File: config.mk
export PLATFORM = sky130hd
export DESIGN_NAME = accum_window
export DESIGN_NICKNAME = d
export VERILOG_FILES = /design/src/rtl/accum_window.sv
export SDC_FILE = /design/constraint.sdc
export NUM_CORES = 1
export LEC_CHECK = 0
export ABC_AREA = 1
export BUFFER_PORTS_ARGS = -buffer_cell sky130_fd_sc_hd__buf_2
export CORE_MARGIN = 10
export CORE_UTILIZATION = 48
export CTS_BUF_LIST = sky130_fd_sc_hd__clkbuf_16
export DETAILED_ROUTE_END_ITERATION = 16
export PLACE_DENSITY_LB_ADDON = 0.2
export SYNTH_ARGS = -nofsm -noshare
export SYNTH_HDL_FRONTEND = slang
export SYNTH_SLANG_ARGS = --single-unit
export TNS_END_PERCENT = 5
File: constraint.sdc
create_clock -name clk -period 1.7 [get_ports clk]
set_clock_uncertainty 0.2 [all_clocks]
set_input_delay 0.51 -clock clk [delete_from_list [all_inputs] [get_ports clk]]
set_output_delay 0.51 -clock clk [all_outputs]
set_load 0.01 [all_outputs]
File: src/rtl/accum_window.sv
// Windowed up/down accumulator. It sums WIN_LEN accepted samples and then presents the total
// with a one-cycle strobe and overflow/underflow status. Arithmetic is either wrap-around or saturating.
module accum_window #(
  parameter int DATA_W   = 4,
  parameter int ACC_W    = 8,
  parameter int WIN_LEN  = 4,
  parameter int SATURATE = 0,
  localparam int CNT_W   = (WIN_LEN > 1) ? $clog2(WIN_LEN) : 1
) (
  input  logic              clk,
  input  logic              clear,
  input  logic              in_valid,
  input  logic [DATA_W-1:0] in_data,
  input  logic              in_sub,
  input  logic              sync_clr,
  output logic [ACC_W-1:0]  acc,
  output logic [CNT_W-1:0]  win_cnt,
  output logic [ACC_W-1:0]  sum_out,
  output logic              sum_valid,
  output logic              sum_ovf,
  output logic              sum_unf
);

  localparam logic [CNT_W-1:0] LAST_CNT = CNT_W'(WIN_LEN - 1);

  logic [ACC_W-1:0] acc_reg, acc_next;
  logic [CNT_W-1:0] cnt_reg, cnt_next;
  logic             ovf_w_reg, ovf_w_next;
  logic             unf_w_reg, unf_w_next;
  logic [ACC_W-1:0] sum_reg, sum_next;
  logic             sum_valid_reg, sum_valid_next;
  logic             sum_ovf_reg, sum_ovf_next;
  logic             sum_unf_reg, sum_unf_next;

  logic [ACC_W:0]   d_ext;
  logic [ACC_W:0]   raw;
  logic             ovf_ev, unf_ev;
  logic [ACC_W-1:0] result;

  // Bit ACC_W of the widened sum is the carry on add and the borrow on subtract.
  always_comb begin
    d_ext  = {{(ACC_W + 1 - DATA_W){1'b0}}, in_data};
    raw    = in_sub ? ({1'b0, acc_reg} - d_ext) : ({1'b0, acc_reg} + d_ext);
    ovf_ev = ~in_sub & raw[ACC_W];
    unf_ev = in_sub & raw[ACC_W];
    result = raw[ACC_W-1:0];
    if (SATURATE != 0) begin
      if (ovf_ev)      result = {ACC_W{1'b1}};
      else if (unf_ev) result = '0;
    end
  end

  always_comb begin
    acc_next       = acc_reg;
    cnt_next       = cnt_reg;
    ovf_w_next     = ovf_w_reg;
    unf_w_next     = unf_w_reg;
    sum_next       = sum_reg;
    sum_valid_next = 1'b0;
    sum_ovf_next   = sum_ovf_reg;
    sum_unf_next   = sum_unf_reg;
    if (sync_clr) begin
      acc_next   = '0;
      cnt_next   = '0;
      ovf_w_next = 1'b0;
      unf_w_next = 1'b0;
    end else if (in_valid) begin
      if (cnt_reg == LAST_CNT) begin
        sum_next       = result;
        sum_ovf_next   = ovf_w_reg | ovf_ev;
        sum_unf_next   = unf_w_reg | unf_ev;
        sum_valid_next = 1'b1;
        acc_next       = '0;
        cnt_next       = '0;
        ovf_w_next     = 1'b0;
        unf_w_next     = 1'b0;
      end else begin
        acc_next   = result;
        cnt_next   = cnt_reg + CNT_W'(1);
        ovf_w_next = ovf_w_reg | ovf_ev;
        unf_w_next = unf_w_reg | unf_ev;
      end
    end
  end

  always_ff @(posedge clk or posedge clear) begin
    if (clear) begin
      acc_reg       <= '0;
      cnt_reg       <= '0;
      ovf_w_reg     <= 1'b0;
      unf_w_reg     <= 1'b0;
      sum_reg       <= '0;
      sum_valid_reg <= 1'b0;
      sum_ovf_reg   <= 1'b0;
      sum_unf_reg   <= 1'b0;
    end else begin
      acc_reg       <= acc_next;
      cnt_reg       <= cnt_next;
      ovf_w_reg     <= ovf_w_next;
      unf_w_reg     <= unf_w_next;
      sum_reg       <= sum_next;
      sum_valid_reg <= sum_valid_next;
      sum_ovf_reg   <= sum_ovf_next;
      sum_unf_reg   <= sum_unf_next;
    end
  end

  assign acc       = acc_reg;
  assign win_cnt   = cnt_reg;
  assign sum_out   = sum_reg;
  assign sum_valid = sum_valid_reg;
  assign sum_ovf   = sum_ovf_reg;
  assign sum_unf   = sum_unf_reg;

endmodule

Yosys cells after proc, flatten, opt, wreduce, memory -nomap -nowiden
Index checks and enable logic that the tools add are counted.
{"block": "word_totals", "reg_bits": 23, "in_bits": 9, "output_inout_bits": 21, "wordCells": 36}
{"block": "op_classes", "add_sub_neg": 3, "n_eq_ne": 1, "n_mux": 16, "bitwise": 6, "n_reduce_logical": 2}
{"op": "$mux 8", "count": 3}
{"op": "$add 8x4->9", "count": 1}
{"op": "$mux 1", "count": 9}
{"op": "$mux 9", "count": 1}
{"op": "$sub 8x4->9", "count": 1}
{"op": "$mux 2", "count": 3}
{"op": "$reduce_and 3->1", "count": 1}
{"op": "$add 2x1->2 const B", "count": 1}
{"op": "$and 1x1->1", "count": 2}
{"op": "$eq 2x2->1 const B", "count": 1}
{"op": "$not 1->1", "count": 2}
{"op": "$or 1x1->1", "count": 2}
{"op": "$reduce_bool 2->1", "count": 1}

Longest topological paths before layout
Gate-level depths: netlist (run 1).
{"block": "logic_depth", "depth_word": 7, "ltp_mapped": 14}

Worst setup path after synthesis (run 1)
Ideal clock, no wire load.
{"block": "synth_path", "path_type": "input to register", "start": "in in_data[1]", "end": "reg sum_reg[4], in the netlist sum_out[4]", "setup_time_ns": 0.117, "arrival_ns": 2.118, "t_required_ns": 1.383, "setup_slack_ns": -0.735, "cell_stages": 9, "path_cell_list": "nor3_1 -> ha_1 -> o21ai_0 -> ha_1 -> or2_4 -> and2_4 -> or2_1 -> nand3_1 -> nand2_1"}
{"block": "synth_between", "elab_chain_cells": 2, "word_cells_on_any_way": 3, "cone_classes": "add/sub: 2; mux: 1"}
{"element": "start: declaration", "line": "13", "rtl": "input logic [DATA_W-1:0] in_data,"}
{"element": "$add 8x4->9 or $sub 8x4->9 (tied branches)", "line": "43", "rtl": "raw = in_sub ? ({1'b0, acc_reg} - d_ext) : ({1'b0, acc_reg} + d_ext);"}
{"element": "$mux 9 *", "line": "43"}
{"element": "end signal: assignment", "line": "101", "rtl": "sum_reg <= sum_next;"}
{"element": "end: declaration", "line": "30", "rtl": "logic [ACC_W-1:0] sum_reg, sum_next;"}
Mark *: on every way between the ends. The rest lies on a longest branch, timed or not.
A chain may end at the register's enable or synchronous reset.

Final worst setup path (run 1)
{"block": "layout_path", "start": "in in_data[2]", "end": "reg sum_reg[4], in the netlist sum_out[4]"}
The elaborated chain is that of the path after synthesis.

==> out/metrics.csv, run 1 <==
metric;value;unit
ys_warn_count;0;
rows;19;
layout-drive-gt1-share;47.5;%
max-cap-violations;0;
post-route-util;77.6;%
avgSynthCellArea;7.81;sq um
grt_max_degree;24;
synth_edf_count;0;
ctsHoldBuffers;0;
overflow;0;
fmax;444;MHz
drtIter0Drc;71;
swShare;34.9;%
power.internal;0.00141;W
final-hold-violation-count;0;
grt.total_usage;15.0;%
worst_hold_path_type;input pin to asynchronous set/reset pin;
multi_input_area;937;sq um
seqPwrFrac;32.1;%
nNetsFinal;262;
power;0.00217;W
critPathLaunch;in_data[2];
wirelength;4230;um
ys_seq_elements;23;
outcome;complete, but fails checks;
final_cell_mix;48 x nand2_1, 34 x buf_4, 26 x buf_2, 23 x dfrtp_1, 20 x inv_1;
syn_inst;176;
vias_per_cell;5.31;
drcViolationCount;0;
routabilityCongestion;0.799;
grt_pass1_vias;1457;
die_height;73.5;um
async_flop_share;100;%
p_per_area;1010;nW/um^2
worstSkewPairLatency;0.25;ns
cts.sinks;23;
synth_flop_cell;dfrtp_1;
seq_area_frac_synth;41.9;%
die_w;73.5;um
io_buffers;29;
finalSetupViolCount;18;
cts_tree;yes;
mostFrequentLayoutCell;nand2_1;
die_area;5410;sq um
root_buffer;clkbuf_16;
syn_nets;197;
peakVddDrop;0.795;mV
first_pass_iters;4;
rr_startpoint;acc[0]$_DFFE_PP0P_;
area_delta_synth_final;55.6;%
final.setup.worst_slack;-0.551;ns
dp_slack;-0.969;ns
fin_hold_ws;0.0952;ns
grt_pass1_wl;6490;um
crit_type;input pin to flip-flop;
cts.path.max_buffers;2;
rsz0062_at_grt;yes;
power_frac_comb;44.7;%
r2r_setup_slack;-0.24;ns
cts_buffers;3;
start_util;49.9;%
violations;setup timing;
cp-end-kind;flip-flop;
post_drt_wl_per_cell;15.6;um
seq_area;576;sq um
synthDistinctLibCells;30;
arrival;2.20;ns
syn_area;1380;sq um
vias;1440;
worstMarginPinSlew;0.309;ns
p_switching;0.000757;W
htreeDepth;1;
nFillCells;192;
p_leak;1.16;nW
antenna_found_initial;0;
ioPinCount;30;
period_share;132;%
p_clk_share;23.2;%
start_kind;input pin;
period_needed;2.25;ns
dp_hpwl;2890;um
crit_fanout;3;
core_area;2760;sq um
relSlewSlack;79.4;%
ant_nets;0;
worstPathRequired;1.65;ns
path_clk_slew;0.06;ns
slew_viol_final;0;
antennaDiodeCount;0;
-- path summary, 6_finish.rpt --
path | end | cells after the start
min in group clk | sum_out[5]$_DFFE_PP0P_ | 2
hold / removal | sum_out[0]$_DFFE_PP0P_ | 3
setup / recovery | sum_out[4]$_DFFE_PP0P_ | 10
max in group asynchronous | acc[3]$_DFFE_PP0P_ | 3
setup reg to reg | sum_out[6]$_DFFE_PP0P_ | 11
hold reg to reg | sum_out[5]$_DFFE_PP0P_ | 2
-- kinds of logic after synthesis --
group,synth area share [%]
simple gates,27.9
flops,41.9
compound gates,9.74
buf+inv,7.73
fa+ha+maj,11.5
xor+xnor,1.27
-- area by class of cell --
cell class                      count  share of cell area [%]
Timing Repair Buffer               62                    19.2
Sequential cell                    23                    26.9
Clock inverter                      1                   0.175
Inverter                           26                    4.56
Tap cell                           31                    1.81
Clock buffer                        3                    3.51
Multi-Input combinational cell    125                    43.8
-- synthesized netlist by cell type (2+ instances only) --
cell type  instances  share of area, %
a21oi_1            5               1.8
dfrtp_1           23                42
ha_1              11                10
inv_1             23               6.3
inv_2              3              0.82
nand2_1           59                16
nand3_1           12               4.4
nand3b_1           2               1.1
nor2_1             3              0.82
nor2_2             2              0.91
nor3_1             2              0.73
o21ai_0            8               2.9
o21ai_1            5               1.8
o22ai_1            2              0.91
-- per-stage QoR --
step / cell area (sq um) / instances / setup TNS (ns)
3_3_place_gp: 1790 / 264 / -14.42
2_1_floorplan: 1390 / 176 / -8.41
6_report: 2140 / 271 / -7.39
5_1_grt: 2140 / 271 / -8.76
4_1_cts: 1990 / 271 / -7.43
3_5_place_dp: 1790 / 264 / -15.22
-- worst max-delay path: stages --
cell	delay, ns
buf_8	0.10
nor3_4	0.19
ha_1	0.26
o21ai_2	0.16
ha_4	0.22
or2_4	0.24
and2_4	0.16
or2_1	0.22
nand3_1	0.08
nand2_1	0.05
-- routing by layer --
| metal | share of wire [%] | global-route usage, % |
|---|---|---|
| met1 | 41 | 18.2 |
| met2 | 50 | 25.1 |
| met3 | 6.9 | 3.77 |
| met4 | 2.2 | 5.38 |
| met5 | 0 | 0 |
-- what timing repair did --
| item | CTS | global route |
|---|---|---|
| gates resized for setup | 20 | 34 |
| setup endpoints to repair | 18 | 18 |
| pin swaps | 8 | 16 |
| setup buffers | 3 | 0 |
| gates cloned | 0 | 0 |
-- power groups by stage --
| stage | registers, W | clock network (W) | logic, W |
|---|---|---|---|
| after floorplan | 0.000737 | 0 | 0.000364 |
| after global placement | 0.000689 | 0 | 0.000720 |
| after detailed placement | 0.000692 | 0 | 0.000745 |
| after CTS | 0.000692 | 0.000509 | 0.000826 |
| after global routing | 0.000706 | 0.000531 | 0.00105 |
| final | 0.000696 | 0.000502 | 0.000968 |
(Power assumes the default switching activity.)
==> inputs of run 2 (changes only) <==
--- a/config.mk
+++ b/config.mk
@@ -11,7 +11,7 @@
 export CORE_UTILIZATION = 48
 export CTS_BUF_LIST = sky130_fd_sc_hd__clkbuf_16
 export DETAILED_ROUTE_END_ITERATION = 16
-export PLACE_DENSITY_LB_ADDON = 0.2
+export PLACE_DENSITY = 0.75
 export SYNTH_ARGS = -nofsm -noshare
 export SYNTH_HDL_FRONTEND = slang
 export SYNTH_SLANG_ARGS = --single-unit
==> run 2 against run 1 <==
Net effect: the run still ends with setup timing left; routed wire length up 10%; clock-buffer cell count unchanged; non-clock buffer count fell by 3; critical endpoint unchanged; sequential share of layout area is 0.43 points higher; register-to-register slack worse by 0.14 ns.
==> out/metrics.csv, run 2 (synthesized netlist as in run 1, its figures left out) <==
metric;value;unit;change
outcome;complete, but fails checks;;
violations;setup timing;;
period_share;134;%;+1.7 points
overflow;0;;unchanged
p_switching;0.000802;W;+5.9%
grt_pass1_wl;6310;um;-2.8%
area_delta_synth_final;53.1;%;
path_clk_slew;0.06;ns;about the same
root_buffer;clkbuf_16;;
final.setup.worst_slack;-0.580;ns;-0.0281 ns
worstPathRequired;1.65;ns;about the same
r2r_cells;11;;unchanged
die_w;73.5;um;unchanged
dpl_cell_area;1780;sq um;-0.42%
layout-drive-gt1-share;48.1;%;+0.60 points
drcViolationCount;0;;unchanged
power;0.00220;W;+1.8%
dp_slack;-0.900;ns;+0.0690 ns
ant_nets;0;;unchanged
rows;19;;unchanged
swShare;36.4;%;+1.4 points
final_cell_mix;47 x nand2_1, 30 x buf_4, 26 x buf_2, 23 x dfrtp_1, 20 x inv_1;;
die_area;5410;sq um;unchanged
path_buf_inv;1;;unchanged
peakVddDrop;1.15;mV;+45%
routabilityCongestion;0.841;;+5.3%
cts.sinks;23;;unchanged
antenna_found_initial;0;;unchanged
final_area;2110;sq um;-1.6%
p_per_area;1050;nW/um^2;+3.4%
io_buffers;29;;unchanged
crit_type;input pin to flip-flop;;
worstMarginPinSlew;0.289;ns;-0.0192 ns
grt_max_degree;24;;unchanged
dp_hpwl;2810;um;-2.6%
worst_hold_path_type;input pin to asynchronous set/reset pin;;
ioPinCount;30;;unchanged
max_stage_delay;0.27;ns;about the same
rr_startpoint;acc[0]$_DFFE_PP0P_;;
worstSkewPairLatency;0.26;ns;about the same
nNetsFinal;259;;-1.1%
seqPwrFrac;31.4;%;-0.7 points
period_needed;2.28;ns;+0.0281 ns
vias;1509;;+4.8%
first_pass_iters;4;;unchanged
arrival;2.23;ns;+0.03 ns
p_clk_share;23.5;%;+0.3 points
cts_tree;yes;;
max-cap-violations;0;;unchanged
cts.path.max_buffers;2;;unchanged
vias_per_cell;5.63;;+6.0%
rsz0062_at_grt;yes;;
crit_fanout;3;;unchanged
power.internal;0.00140;W;-0.44%
drtIter0Drc;148;;+110%
final-hold-violation-count;0;;unchanged
cts_buffers;3;;unchanged
slew_viol_final;0;;unchanged
htreeDepth;1;;unchanged
p_leak;1.15;nW;-0.81%
crit_family;simple AND/OR/NAND/NOR gates;;
slowest_stage;ha_1;;
die_height;73.5;um;unchanged
relSlewSlack;80.7;%;+1.3 points
power_frac_comb;45.1;%;+0.4 points
start_util;49.9;%;unchanged
r2r_setup_slack;-0.38;ns;-0.14 ns
grt.total_usage;14.5;%;-0.53 points
wirelength;4660;um;+10%
fmax;439;MHz;-1.2%
finalSetupViolCount;18;;unchanged
mostFrequentLayoutCell;nand2_1;;
start_kind;input pin;;
cp_cell_sequence;buf_8, nor3_4, ha_1, o21ai_2, ha_1, or2_4, and2_4, or2_4, nand3_2, nand2_2;;
cp-end-kind;flip-flop;;
core_area;2760;sq um;unchanged
grt_pass1_vias;1379;;-5.4%
r2r_end;acc[6]$_DFFE_PP0P_;;
post_drt_wl_per_cell;17.4;um;+11%
antennaDiodeCount;0;;unchanged
==> run 2: how the worst max path moves through the flow <==
stage                     startpoint                      to  slack (ns)  cells after the start
after floorplan           in_data[1]  sum_out[4]$_DFFE_PP0P_       -0.62                      9
after global placement    in_data[1]  sum_out[4]$_DFFE_PP0P_       -0.87                     10
after detailed placement  in_data[1]  sum_out[5]$_DFFE_PP0P_       -0.90                     14
after CTS                 in_data[0]  sum_out[4]$_DFFE_PP0P_       -0.60                     10
after global routing      in_data[1]  sum_out[4]$_DFFE_PP0P_       -0.63                     10
final                     in_data[1]  sum_out[4]$_DFFE_PP0P_       -0.58                     10
==> run 2: worst min-delay path, cell delays in order <==
cell and delay (ns):
buf_2 0.09, inv_1 0.04, buf_4 0.28
==> run 2: per-stage QoR <==
step                setup TNS [ns]  cells  utilization, %  hold WS (ns)
floorplan                    -8.41    176               -         0.312
global placement            -13.15    263            64.5         0.261
detailed placement          -14.33    263            64.5         0.263
CTS                          -7.44    268            70.6        0.0943
global route                 -8.49    268            76.4         0.109
finish                       -7.38    268            76.4        0.0724
==> run 2: routing by layer <==
metal	global-route usage [%]	wire length [um]	part of all wire [%]
met1	17.8	1840	39
met2	24.2	2300	49
met3	3.36	405	8.7
met4	4.97	110	2.4
met5	0	0	0
==> run 2: final cells by class <==
type                       instances  area, sq um
clock buffer                       3         75.1
clock inverter                     1         5.00
fill                             163          652
inverter                          26         97.6
multi-input combinational        125          917
sequential                        23          576
tap                               31         38.8
timing repair buffer              59          397
==> run 2: repair_timing <==
item,4_1_cts,5_1_grt
cloned,0,0
pin swaps,14,16
buffers inserted,1,1
gates resized for setup,21,35
hold buffers,0,0
endpoints found under the setup margin,18,18
==> run 2: power groups by stage <==
stage | Combinational, W | Sequential [W] | Clock (W)
after floorplan | 0.000364 | 0.000737 | 0
after global placement | 0.000718 | 0.000691 | 0
after detailed placement | 0.000735 | 0.000692 | 0
after CTS | 0.000812 | 0.000685 | 0.000508
after global routing | 0.00107 | 0.000701 | 0.000547
final | 0.000994 | 0.000692 | 0.000518
==> inputs of run 3 (changes only) <==
--- a/config.mk
+++ b/config.mk
@@ -11,6 +11,8 @@
 export CORE_UTILIZATION = 48
 export CTS_BUF_LIST = sky130_fd_sc_hd__clkbuf_16
 export DETAILED_ROUTE_END_ITERATION = 16
+export HOLD_SLACK_MARGIN = 0.06
+export MAX_ROUTING_LAYER = met4
 export PLACE_DENSITY = 0.75
 export SYNTH_ARGS = -nofsm -noshare
 export SYNTH_HDL_FRONTEND = slang
==> run 3 against run 2 <==
Net effect: the flow still finishes with violations (setup timing); sequential power is essentially flat; register-to-register slack gained 0.02 ns; clock power is essentially flat; fmax grew 0.16%; die area is the same; critical path depth is the same; via count shrank 0.66%; sequential cell count is the same; utilization is the same; final area is the same; sequential share of layout area is the same; global-route usage grew 0.41 points.
==> out/metrics.csv, run 3 (synthesized netlist as in run 1, its figures left out) <==
metric;value;unit;change
seqPwrFrac;31.4;%;about the same
dp.cells;263;;unchanged
slowest_stage;ha_1;;
wirelength;4650;um;-0.19%
worstSkewPairLatency;0.26;ns;about the same
io_buffers;29;;unchanged
crit_type;input pin to flip-flop;;
ioPinCount;30;;unchanged
cp-end-kind;flip-flop;;
max_stage_delay;0.26;ns;about the same
root_buffer;clkbuf_16;;
power_frac_comb;45.1;%;about the same
worst_hold_path_type;input pin to asynchronous set/reset pin;;
overflow;0;;unchanged
ant_nets;0;;unchanged
drtIter0Drc;113;;-24%
htreeDepth;1;;unchanged
grt.total_usage;14.9;%;+0.41 points
final_cell_mix;47 x nand2_1, 30 x buf_4, 26 x buf_2, 23 x dfrtp_1, 20 x inv_1;;
mostFrequentLayoutCell;nand2_1;;
vias;1499;;-0.66%
path_buf_inv;1;;unchanged
ctsHoldBuffers;0;;unchanged
dp_hpwl;2810;um;unchanged
cts_buffers;3;;unchanged
period_needed;2.28;ns;-0.00354 ns
core_area;2760;sq um;unchanged
critPathLaunch;in_data[1];;
swShare;36.3;%;-0.081 points
routabilityCongestion;0.854;;+1.5%
cts_tree;yes;;
rsz0062_at_grt;yes;;
area_delta_synth_final;53.1;%;unchanged
dp_slack;-0.900;ns;unchanged
path_clk_slew;0.06;ns;about the same
die_area;5410;sq um;unchanged
die_height;73.5;um;unchanged
crit_family;simple AND/OR/NAND/NOR gates;;
p_leak;1.15;nW;unchanged
cts.path.max_buffers;2;;unchanged
drcViolationCount;0;;unchanged
rows;19;;unchanged
finalSetupViolCount;18;;unchanged
period_share;134;%;-0.21 points
power.internal;0.00140;W;about the same
rr_startpoint;acc[0]$_DFFE_PP0P_;;
grt_max_degree;24;;unchanged
antenna_found_initial;0;;unchanged
final.setup.worst_slack;-0.576;ns;+0.00354 ns
worstMarginPinSlew;0.289;ns;-0.000201 ns
arrival;2.22;ns;about the same
grt_pass1_vias;1380;;+0.073%
outcome;complete, but fails checks;;
vias_per_cell;5.59;;-0.66%
stdcell_count;268;;unchanged
grt_pass1_wl;6300;um;-0.11%
relSlewSlack;80.7;%;about the same
nFillCells;163;;unchanged
p_clk_share;23.5;%;about the same
nNetsFinal;259;;unchanged
cts.sinks;23;;unchanged
layout-drive-gt1-share;48.1;%;unchanged
peakVddDrop;1.15;mV;-0.30%
first_pass_iters;4;;unchanged
p_per_area;1050;nW/um^2;-0.13%
start_kind;input pin;;
fmax;439;MHz;+0.16%
antennaDiodeCount;0;;unchanged
p_switching;0.000799;W;-0.35%
crit_fanout;3;;unchanged
max-cap-violations;0;;unchanged
start_util;49.9;%;unchanged
cp_cell_sequence;buf_8, nor3_4, ha_1, o21ai_2, ha_1, or2_4, and2_4, or2_4, nand3_1, nand2_1;;
violations;setup timing;;
fin_hold_ws;0.0723;ns;-0.000100 ns
die_w;73.5;um;unchanged
worstPathRequired;1.65;ns;about the same
final-hold-violation-count;0;;unchanged
post_drt_wl_per_cell;17.3;um;-0.19%
slew_viol_final;0;;unchanged
## run 3: what timing repair did
item,4_1_cts,5_1_grt
setup endpoints to repair,18,18
cloned,0,0
buffers inserted,1,1
resized for setup,21,35
pin swaps,14,16
## run 3: per-stage QoR
step           utilization, %  power, W  cell area (sq um)  TNS [ns]
2_1_floorplan               -   0.00110               1390     -8.41
3_5_place_dp             64.5   0.00143               1780    -14.33
4_1_cts                  70.6   0.00200               1950     -7.44
6_report                 76.4   0.00220               2110     -7.28
3_3_place_gp             64.5   0.00141               1780    -13.15
5_1_grt                  76.4   0.00231               2110     -8.49
## run 3: worst paths after layout
check                                         end  cells after the start  slack (ns)
min reg2reg                sum_out[5]$_DFFE_PP0P_                      2        0.29
min in group clk           sum_out[5]$_DFFE_PP0P_                      2        0.29
max reg2reg                    acc[6]$_DFFE_PP0P_                     11       -0.36
min                            acc[3]$_DFFE_PP0P_                      3        0.07
max                            acc[4]$_DFFE_PP0P_                     10       -0.58
max in group asynchronous  sum_out[7]$_DFFE_PP0P_                      3        1.00
## run 3: worst reg2reg max path, cell delays in order (launching register included)
cell and delay [ns]:
dfrtp_1 0.34, inv_1 0.05, ha_1 0.21, fa_2 0.43, inv_1 0.08, nand2_1 0.07, nand2_2 0.10, nand4_1 0.14
nand2_1 0.10, nand2_1 0.07, nand3_1 0.08, nand2_1 0.06
## run 3: final cells by class
cell class	count	area [sq um]	area share (%)
timing repair buffer	59	397	18.8
clock inverter	1	5.00	0.238
tap	31	38.8	1.84
sequential	23	576	27.3
inverter	26	97.6	4.63
multi-input combinational	125	917	43.6
clock buffer	3	75.1	3.57
## run 3: per-layer routing
| metal | vias up | track usage [%] | share of wire, % |
|---|---|---|---|
| met5 | - | - | 0 |
| met4 | 0 | 4.97 | 2.5 |
| met3 | 16 | 2.69 | 8.3 |
| met2 | 81 | 24.2 | 49 |
| met1 | 716 | 18.2 | 40 |
| li1 | 686 | - | - |
## run 3: power groups by stage
| stage | registers, W | clock network (W) | logic, W |
|---|---|---|---|
| CTS | 0.000685 | 0.000508 | 0.000812 |
| finish | 0.000692 | 0.000517 | 0.000992 |
| global route | 0.000701 | 0.000547 | 0.00107 |
| floorplan | 0.000737 | 0 | 0.000364 |
| detailed placement | 0.000692 | 0 | 0.000735 |
| global placement | 0.000691 | 0 | 0.000718 |
